### src/rtl/onehot_dec_pkg.sv
// Shared types, default widths and the one-hot decode helper for onehot_dec_seq.
package onehot_dec_pkg;

  localparam int SEL_W  = 3;
  localparam int OUT_W  = 8;
  localparam int HOLD_W = 4;

  typedef enum logic [1:0] {
    IDLE  = 2'd0,
    DRIVE = 2'd1,
    GAP   = 2'd2
  } state_t;

  function automatic logic [OUT_W-1:0] to_onehot(input logic [SEL_W-1:0] code);
    logic [OUT_W-1:0] v;
    v = '0;
    v[code] = 1'b1;
    return v;
  endfunction

endpackage

### src/rtl/onehot_dec_seq_hold_cnt.sv
// Loadable down-counter with zero flag; decrement saturates at zero.
module hold_cnt #(
  parameter int W = 4
) (
  input  logic         clk,
  input  logic         rst_n,
  input  logic         load,
  input  logic         dec,
  input  logic [W-1:0] load_val,
  output logic [W-1:0] cnt,
  output logic         zero
);

  always_ff @(posedge clk or negedge rst_n) begin
    if (!rst_n) begin
      cnt <= '0;
    end else if (load) begin
      cnt <= load_val;
    end else if (dec && (cnt != '0)) begin
      cnt <= cnt - 1'b1;
    end
  end

  assign zero = (cnt == '0);

endmodule

### src/rtl/onehot_dec_seq.sv
// Sequential 3:8 one-hot decoder: drives 1<<code for hold+1 cycles, then a one-cycle gap.
// Define ONEHOT_DEC_B2B_EN to accept the next code on the last drive cycle and skip the gap.
module onehot_dec_seq #(
  parameter int SEL_W  = onehot_dec_pkg::SEL_W,
  parameter int OUT_W  = onehot_dec_pkg::OUT_W,
  parameter int HOLD_W = onehot_dec_pkg::HOLD_W
) (
  input  logic              clk,
  input  logic              rst_n,
  input  logic              in_valid,
  output logic              in_ready,
  input  logic [SEL_W-1:0]  in_code,
  input  logic [HOLD_W-1:0] in_hold,
  output logic [OUT_W-1:0]  y,
  output logic              out_valid,
  output logic              done,
  output logic              busy
);

  import onehot_dec_pkg::*;

  state_t            state;
  logic [HOLD_W-1:0] cnt;
  logic              cnt_zero;
  logic              take;

`ifdef ONEHOT_DEC_B2B_EN
  assign in_ready = (state == IDLE) || ((state == DRIVE) && cnt_zero);
`else
  assign in_ready = (state == IDLE);
`endif

  assign take = in_valid && in_ready;

  hold_cnt #(.W(HOLD_W)) u_hold_cnt (
    .clk      (clk),
    .rst_n    (rst_n),
    .load     (take),
    .dec      (state == DRIVE),
    .load_val (in_hold),
    .cnt      (cnt),
    .zero     (cnt_zero)
  );

  // done is registered, so it is raised one edge early: when the counter is about to reach zero.
  always_ff @(posedge clk or negedge rst_n) begin
    if (!rst_n) begin
      state     <= IDLE;
      y         <= '0;
      out_valid <= 1'b0;
      done      <= 1'b0;
      busy      <= 1'b0;
    end else begin
      done <= 1'b0;
      case (state)
        IDLE: begin
          if (take) begin
            state     <= DRIVE;
            y         <= to_onehot(in_code);
            out_valid <= 1'b1;
            busy      <= 1'b1;
            done      <= (in_hold == '0);
          end
        end
        DRIVE: begin
          if (take) begin
            y         <= to_onehot(in_code);
            out_valid <= 1'b1;
            done      <= (in_hold == '0);
          end else if (cnt_zero) begin
            state     <= GAP;
            y         <= '0;
            out_valid <= 1'b0;
          end else begin
            done <= (cnt == HOLD_W'(1));
          end
        end
        GAP: begin
          state <= IDLE;
          busy  <= 1'b0;
        end
        default: begin
          state     <= IDLE;
          y         <= '0;
          out_valid <= 1'b0;
          busy      <= 1'b0;
        end
      endcase
    end
  end

endmodule
### config.mk
export PLATFORM = sky130hd
export DESIGN_NAME = onehot_dec_seq
export DESIGN_NICKNAME = d
export VERILOG_FILES = /design/src/rtl/onehot_dec_pkg.sv /design/src/rtl/onehot_dec_seq_hold_cnt.sv /design/src/rtl/onehot_dec_seq.sv
export SDC_FILE = /design/constraint.sdc
export NUM_CORES = 1
export LEC_CHECK = 0
export CORE_MARGIN = 2
export CORE_UTILIZATION = 50
export CTS_BUF_LIST = sky130_fd_sc_hd__clkbuf_2 sky130_fd_sc_hd__clkbuf_4 sky130_fd_sc_hd__clkbuf_8
export CTS_CLUSTER_SIZE = 30
export DETAILED_ROUTE_END_ITERATION = 7
export PLACE_DENSITY = 0.8
export SYNTH_ARGS = -nofsm -noshare
export SYNTH_HDL_FRONTEND = slang
export SYNTH_SLANG_ARGS = --single-unit
### constraint.sdc
create_clock -name clk -period 2.2 [get_ports clk]
set_input_delay 0.44 -clock clk [delete_from_list [all_inputs] [get_ports clk]]
set_output_delay 0.44 -clock clk [all_outputs]
set_load 0.02 [all_outputs]
==> results of run 1 <==
-- metrics by stage --
step	power (mW)	hold slack, ns	utilization	worst slack (ns)
after CTS	1.444	0.4544	0.7167	0.2312
after floorplan	1.018	0.1444	-	0.7931
after detailed placement	1.271	0.4811	0.6990	0.3981
final	1.445	0.4456	0.7167	0.2367
after global placement	1.248	0.4793	0.6990	0.4386
after global routing	1.543	0.4579	0.7167	0.1680
-- critical path, delay by kind of cell, from the launching register on --
| family | cells | cell delay, ns |
|---|---|---|
| flip-flops | 1 | 0.50 |
| AND/OR/NAND/NOR | 1 | 0.12 |
| buffers and inverters | 1 | 0.61 |
-- flip-flops by register name (all words and copies together) (netlist names) --
| signal | flops |
|---|---|
| busy | 1 |
| done | 1 |
| out_valid | 1 |
| state | 2 |
| u_hold_cnt.cnt | 4 |
| y | 8 |
-- power groups by stage --
stage	Combinational (mW)	Clock [mW]	Sequential [mW]
3_3_place_gp	0.701	0	0.546
6_report	0.726	0.173	0.545
2_1_floorplan	0.445	0	0.573
3_5_place_dp	0.720	0	0.551
5_1_grt	0.795	0.187	0.562
4_1_cts	0.725	0.173	0.546
-- layer usage --
| layer | routed length [microns] | GRT usage |
|---|---|---|
| met1 | 821 | 0.2641 |
| met2 | 935 | 0.3486 |
| met3 | 111 | 0.03968 |
| met4 | 35 | 0.1059 |
| met5 | 0 | 0 |
-- worst min path at each step --
stage | startpoint | endpoint
floorplan | rst_n | busy
global placement | y[7] | y[7]
detailed placement | y[7] | y[7]
CTS | rst_n | out_valid
global route | rst_n | y[2]
finish | rst_n | busy
-- final cells by class --
type	instances	area, sq um	share of cell area
sequential	17	425.4	0.3807
tap	16	20.02	0.01792
multi-input combinational	50	396.6	0.3550
timing repair buffer	23	225.2	0.2016
clock inverter	1	5.005	0.004479
clock buffer	3	22.52	0.02016
inverter	6	22.52	0.02016
-- cells by family (layout without fill, tap and decap cells) --
| group | after synthesis | in the layout | synth area share |
|---|---|---|---|
| AO/OA/AOI/OAI | 18 | 18 | 0.1901 |
| adder cells (fa/ha/maj) | 3 | 3 | 0.04386 |
| buffers and inverters | 7 | 33 | 0.03947 |
| flip-flops | 17 | 17 | 0.4971 |
| AND/OR/NAND/NOR | 29 | 29 | 0.2295 |
-- cell usage in the layout (no fill, tap or decap), types with 2 or more instances in the layout --
| cell type | synthesis | routed |
|---|---|---|
| nand4_1 | 2 | 2 |
| dfrtp_1 | 17 | 17 |
| clkdlybuf4s50_1 | 0 | 21 |
| nor3_1 | 2 | 2 |
| nor2_1 | 4 | 4 |
| buf_4 | 0 | 2 |
| nor2b_1 | 4 | 4 |
| nand3_1 | 4 | 4 |
| or3b_4 | 2 | 2 |
| ha_1 | 3 | 3 |
| nand2_1 | 3 | 3 |
| a22o_1 | 3 | 3 |
| clkbuf_4 | 0 | 3 |
| inv_1 | 6 | 6 |
| or4_1 | 2 | 2 |
| a221o_1 | 2 | 2 |
| a32o_1 | 4 | 4 |
==> results.yml, run 1 <==
setup_path:
  endpoint: "in_ready"
  start_kind: "flop"
  worstReg2RegEnd: "y[0]"
  rrSetupSlack_ns: 0.56
  critPathSlowestCell: "clkdlybuf4s50_1"
  crit-reg2reg-launch: "u_hold_cnt.cnt[0]"
  crit_chain: "nor2_1 -> clkdlybuf4s50_1"
  r2r_cells: 5
  arrival_ns: 1.52
  critical_path_class: "reg2out"
  cpPeakStageDelay_ns: 0.61
  cp-startpoint: "state[0]"
  end_kind: "output pin"
  worstPathMaxFanout: 8
  worstPathRequired_ns: 1.76
synthesis:
  ys_async_sr_fraction: 1.000
  avgSynthCellArea_sq_um: 11.57
  synth-warning-count: 0
  synth.most_common_cell: "dfrtp_1"
  synthTopCellsByCount: "dfrtp_1, inv_1"
  synth_area_sq_um: 855.8
  ys_ff_latch: 17
  ys.flop_type: "dfrtp_1"
  netlist.top_cell.by_area: "dfrtp_1"
  synth_top_area_frac: 0.4971
  synth-edff-count: 0
  synthCells: 74
  synthesis.nets: 87
  ys_seq_area_frac: 0.4971
  yosysUniqueCellTypes: 30
  synth.area.top_cells: "dfrtp_1, a32o_1, ha_1, a22o_1, nor2b_1"
timing:
  setup_viol: 0
  rsz0062_at_grt: "no"
  hold_violations: 0
  tns_ns: 0
  worstMarginPinSlew_ns: 0.4042
  maxSlewViolCount: 0
  max_freq_mhz: 509.4
  period_share: 0.8924
  final.min_clock_period_ns: 1.963
  skew_ns: 0.006820
  slew-limit-headroom: 0.7305
flow_run:
  cap_viol_max_count: 0
routing:
  drt_iter0_markers: 23
  drt-wirelength-per-cell_microns: 16.40
  vias: 721
  drc: 0
  ant_nets: 0
  routed_via_density: 6.216
  drtPass1Iterations: 4
  wirelength_microns: 1902
clock_tree:
  ctsResizeCount: 0
  clk_latency_ns: 0.30
  cts_buffers: 3
  post-cts-setup-buffers: 0
  htreeDepth: 1
  root_buffer: "clkbuf_4"
  path_clk_slew_ns: 0.11
  cts_hold_buf: 0
  clock_sinks: 17
  clk_path_buf_depth: 2
  cts_tree: "built"
power_and_ir_drop:
  p_int_mw: 0.8295
  p_leak_nw: 0.4825
  power_frac_clock: 0.120
  power_frac_comb: 0.503
  power.switching_mw: 0.6153
  power.density_mw_per_mm2: 1293
  switching_share: 0.4259
  peakVddDrop_uv: 662.8
  seqPwrFrac: 0.377
finish:
  area_delta_synth_final_pct: 30.56
  nFillCells: 111
  layout-drive-gt1-share: 0.1400
  nets: 114
  design_area_sq_mm: 0.001117
  final_cells: 116
  n_antenna_cell: 0
worst_hold_path:
  hold_class: "in2async"
die:
  die_h_microns: 45.37
  dieArea_sq_mm: 0.002058
  die_w_microns: 45.37
  row_count: 14
  boundaryPins: 22
  fp.coreArea_sq_mm: 0.001559
  start_util: 0.5490
global_routing:
  grt_usage: 0.2114
  grt_pass1_vias: 688
  grt-ovfl-total: 0
  grt_antenna_before_repair: 0
  grt_max_degree: 18
  grt_pass1_wl_microns: 3036
run_status:
  status: "complete, no violations"
placed_design:
  portBuffers: 21
  dpl.hpwl_microns: 1370
  place_inst: 112
  place_congestion: 0.8525
  postPlaceCellArea_sq_mm: 0.001090
Power figures use the tool's default switching activity.
==> inputs of run 2 (changes only) <==
--- a/config.mk
+++ b/config.mk
@@ -10,7 +10,7 @@
 export CTS_BUF_LIST = sky130_fd_sc_hd__clkbuf_2 sky130_fd_sc_hd__clkbuf_4 sky130_fd_sc_hd__clkbuf_8
 export CTS_CLUSTER_SIZE = 30
 export DETAILED_ROUTE_END_ITERATION = 7
-export PLACE_DENSITY = 0.8
+export PLACE_DENSITY = 0.82
 export SYNTH_ARGS = -nofsm -noshare
 export SYNTH_HDL_FRONTEND = slang
 export SYNTH_SLANG_ARGS = --single-unit
==> run 2 against run 1 <==
Against the previous run: worst setup slack worse by 0.0038 ns; wire length fell by 5.4%; fmax fell by 0.20%; sequential power about the same; power is 1.3% lower; combinational power fell by 3%; die area stayed put; critical path type unchanged; critical endpoint unchanged; highest routed layer unchanged.
==> results.yml, run 2 (synthesis results as in run 1) <==
run_status:
  status: "complete, no violations"
clock_tree:
  cts_hold_buf: 0
  cts_tree: "built"
  path_clk_slew_ns: 0.10
  root_buffer: "clkbuf_4"
  htreeDepth: 1
  clk_path_buf_depth: 2
  clk_latency_ns: 0.29
  cts_buffers: 3
  clock_sinks: 17
  post-cts-setup-buffers: 0
  ctsResizeCount: 0
setup_path:
  crit-reg2reg-launch: "u_hold_cnt.cnt[0]"
  critPathSlowestCell: "clkdlybuf4s50_1"
  arrival_ns: 1.53
  worstPathMaxFanout: 8
  worstPathRequired_ns: 1.76
  r2r_cells: 5
  end_kind: "output pin"
  worstReg2RegEnd: "y[0]"
  crit_chain: "nor2_1 -> clkdlybuf4s50_1"
  critical_path_class: "reg2out"
  start_kind: "flop"
  cpPeakStageDelay_ns: 0.61
  rrSetupSlack_ns: 0.58
finish:
  area_delta_synth_final_pct: 30.56
  largest_register_ff_count: 8
  nets: 114
  nFillCells: 109
  regArea_sq_um: 425.4
  multi_input_area_sq_um: 396.6
  top_register: "y"
  layout-drive-gt1-share: 0.1400
  largestRegisters: "y (8), u_hold_cnt.cnt (4), state (2)"
  design_area_sq_mm: 0.001117
  final_common_cell: "clkdlybuf4s50_1"
  n_antenna_cell: 0
  final_cell_mix: "clkdlybuf4s50_1, dfrtp_1, inv_1"
global_routing:
  grt_usage: 0.2062
  grt_pass1_vias: 630
  grt_pass1_wl_microns: 2870
  grt-ovfl-total: 0
  grt_max_degree: 18
  grt_antenna_before_repair: 0
routing:
  met1Wirelength_microns: 897
  drt_iter0_markers: 11
  drt-wirelength-per-cell_microns: 15.52
  routed_via_density: 5.966
  drtPass1Iterations: 4
  ant_nets: 0
  wl_met3_microns: 46
  drc: 0
  wirelength_microns: 1800
  dr.max_layer_used: "met4"
  wl_met2_microns: 824
  vias: 692
placed_design:
  portBuffers: 21
  dpl.hpwl_microns: 1302
  place_congestion: 0.8803
  postPlaceCellArea_sq_mm: 0.001090
die:
  fp.coreArea_sq_mm: 0.001559
  die_h_microns: 45.37
  boundaryPins: 22
  die_w_microns: 45.37
  row_count: 14
  start_util: 0.5490
  dieArea_sq_mm: 0.002058
worst_hold_path:
  hold_class: "in2async"
flow_run:
  cap_viol_max_count: 0
timing:
  rsz0062_at_grt: "no"
  skew_ns: 0.001854
  final.min_clock_period_ns: 1.967
  tns_ns: 0
  setup_viol: 0
  hold_violations: 0
  worstMarginPinSlew_ns: 0.3601
  maxSlewViolCount: 0
  max_freq_mhz: 508.4
  period_share: 0.8941
  slew-limit-headroom: 0.7599
power_and_ir_drop:
  p_leak_nw: 0.4825
  peakVddDrop_uv: 752.0
  power.density_mw_per_mm2: 1276
-- run 2: worst max-delay path, delay by kind of cell, from the launching register on --
kind	cells	cell delay [ns]
buf+inv	1	0.61
flops	1	0.50
simple gates	1	0.12
-- run 2: worst max-delay path by stage --
stage | startpoint | slack [ns] | to | cells after the start
floorplan | u_hold_cnt.cnt[0] | 0.79 | u_hold_cnt.cnt[2] | 5
global placement | in_valid | 0.44 | u_hold_cnt.cnt[0] | 4
detailed placement | in_valid | 0.39 | u_hold_cnt.cnt[0] | 4
CTS | state[0] | 0.22 | in_ready | 2
global route | state[0] | 0.16 | in_ready | 2
finish | state[0] | 0.23 | in_ready | 2
-- run 2: area by class of cell --
class                           count  area share
Clock inverter                      1    0.004479
Tap cell                           16     0.01792
Multi-Input combinational cell     50      0.3550
Timing Repair Buffer               23      0.2016
Clock buffer                        3     0.02016
Inverter                            6     0.02016
Sequential cell                    17      0.3807
-- run 2: through the flow --
stage	hold slack, ns	std cells	power (mW)	utilization	setup WS, ns
after detailed placement	0.4804	112	1.257	0.6990	0.3902
after floorplan	0.1444	74	1.018	-	0.7931
after global routing	0.4664	116	1.529	0.7167	0.1598
final	0.4606	116	1.426	0.7167	0.2329
after global placement	0.4766	112	1.241	0.6990	0.4362
after CTS	0.4617	116	1.435	0.7167	0.2152
-- run 2: per-layer routing --
metal | vias up | track usage
li1 | 333 | -
met1 | 341 | 0.2953
met2 | 14 | 0.2914
met3 | 4 | 0.03571
met4 | 0 | 0.1235
met5 | - | 0
-- run 2: power breakdown --
group	leakage (nW)	internal (mW)	total [mW]	switching, mW
Sequential	0.216	0.419	0.545	0.127
Clock	0.0177	0.0677	0.174	0.106
Combinational	0.249	0.341	0.707	0.366
Total	0.482	0.828	1.43	0.598
==> inputs of run 3 (changes only) <==
--- a/config.mk
+++ b/config.mk
@@ -10,6 +10,7 @@
 export CTS_BUF_LIST = sky130_fd_sc_hd__clkbuf_2 sky130_fd_sc_hd__clkbuf_4 sky130_fd_sc_hd__clkbuf_8
 export CTS_CLUSTER_SIZE = 30
 export DETAILED_ROUTE_END_ITERATION = 7
+export GPL_TIMING_DRIVEN = 0
 export PLACE_DENSITY = 0.82
 export SYNTH_ARGS = -nofsm -noshare
 export SYNTH_HDL_FRONTEND = slang
==> run 3 against run 2 <==
Against the previous run: sequential share of layout area about the same; cell count decreased by 0.86%; die area unchanged; via count decreased by 2.3%; combinational power increased by 5.2%; clock skew decreased by 0.0015 ns; wire length decreased by 5.7%; worst hold slack improved by 0.043 ns; utilization decreased by 0.080 points; non-clock buffer count decreased by 1; flip-flop and latch count unchanged; critical path type unchanged; highest routed layer unchanged.
==> results.yml, run 3 (synthesis results as in run 1) <==
run_status:
  status: "complete, no violations"
routing:
  drc: 0
  ant_nets: 0
  vias: 676
  drtPass1Iterations: 4
  drt_iter0_markers: 14
  wirelength_microns: 1697
  routed_via_density: 5.878
  drt-wirelength-per-cell_microns: 14.76
timing:
  worstMarginPinSlew_ns: 0.7278
  setup_viol: 0
  rsz0062_at_grt: "no"
  maxSlewViolCount: 0
  period_share: 0.8947
  final.min_clock_period_ns: 1.968
  slew-limit-headroom: 0.5133
  skew_ns: 0.0003070
  tns_ns: 0
  max_freq_mhz: 508.1
  hold_slack_ns: 0.5039
  hold_violations: 0
flow_run:
  cap_viol_max_count: 0
global_routing:
  grt_usage: 0.2028
  grt_pass1_wl_microns: 2960
  grt-ovfl-total: 0
  grt_antenna_before_repair: 0
  grt_max_degree: 18
  grt_pass1_vias: 670
setup_path:
  cpPeakStageDelay_ns: 0.61
  arrival_ns: 1.53
  end_kind: "output pin"
  crit_chain: "nor2_1 -> clkdlybuf4s50_1"
  start_kind: "flop"
  worstPathMaxFanout: 8
  critPathSlowestCell: "clkdlybuf4s50_1"
  worstPathRequired_ns: 1.76
  critical_path_class: "reg2out"
finish:
  top_register: "y"
  nFillCells: 111
  final_cells: 115
  nets: 113
  largest_register_ff_count: 8
  final_cell_mix: "clkdlybuf4s50_1, dfrtp_1, inv_1"
  layout-drive-gt1-share: 0.1313
  largestRegisters: "y (8), u_hold_cnt.cnt (4), state (2)"
  n_antenna_cell: 0
  final_common_cell: "clkdlybuf4s50_1"
  area_delta_synth_final_pct: 30.41
clock_tree:
  post-cts-setup-buffers: 0
  clock_sinks: 17
  path_clk_slew_ns: 0.09
  cts_buffers: 3
  ctsResizeCount: 0
  clk_latency_ns: 0.29
  htreeDepth: 1
  cts_tree: "built"
  root_buffer: "clkbuf_4"
  clk_path_buf_depth: 2
  cts_hold_buf: 0
placed_design:
  portBuffers: 21
  place_congestion: 0.8367
  place_inst: 111
  dpl.hpwl_microns: 1278
worst_hold_path:
  hold_class: "reg2reg"
die:
  row_count: 14
  fp.coreArea_sq_mm: 0.001559
  boundaryPins: 22
  die_h_microns: 45.37
  dieArea_sq_mm: 0.002058
  die_w_microns: 45.37
  start_util: 0.5490
power_and_ir_drop:
  power.density_mw_per_mm2: 1292
  p_leak_nw: 0.4792
  peakVddDrop_uv: 677.8
## run 3: cell types whose count changed in the layout (fill, tap and decap cells not counted), sizes merged
cell    previous run  this run
buf                2         1
clkbuf             3         4
clkinv             1         0
## run 3: worst paths after layout
path	start	to	slack, ns	depth (start not counted)
worst max register to register	u_hold_cnt.cnt[0]	y[0]	0.59	5
worst max-delay path	state[1]	in_ready	0.23	2
max in group asynchronous	rst_n	y[7]	1.17	1
min in group asynchronous	rst_n	state[1]	0.58	1
worst min register to register	y[6]	y[6]	0.50	1
worst min-delay path	y[6]	y[6]	0.50	1
## run 3: per-layer routing
metal	GRT usage	wire, microns
met5	0	0
met4	0.06471	7
met3	0.06349	74
met2	0.3143	800
met1	0.2711	814
## run 3: power by group
group	leakage, nW	internal (mW)	switching, mW
logic	0.245	0.351	0.392
registers	0.216	0.419	0.104
clock network	0.0184	0.0829	0.0917
## run 3: area by class of cell
| type | instances | area (sq um) | area share |
|---|---|---|---|
| buffer | 1 | 11.26 | 0.01009 |
| clock buffer | 4 | 30.03 | 0.02691 |
| inverter | 6 | 22.52 | 0.02018 |
| sequential | 17 | 425.4 | 0.3812 |
| tap | 16 | 20.02 | 0.01794 |
| timing repair buffer | 21 | 210.2 | 0.1883 |
| multi-input combinational | 50 | 396.6 | 0.3554 |
## run 3: critical path: cells and delay by family, from the launching register on
| family | cells | cell delay [ns] |
|---|---|---|
| buffers and inverters | 1 | 0.61 |
| AND/OR/NAND/NOR | 1 | 0.15 |
| flip-flops | 1 | 0.48 |
## run 3: through the flow
step                      total power, mW    util  cell area, sq um  setup WS (ns)
after floorplan                     1.018       -             855.8         0.7931
after global placement              1.251  0.6966              1086         0.2822
after detailed placement            1.276  0.6966              1086         0.2932
after CTS                           1.455  0.7159              1116         0.2128
after global routing                1.557  0.7159              1116         0.1474
final                               1.442  0.7159              1116         0.2317
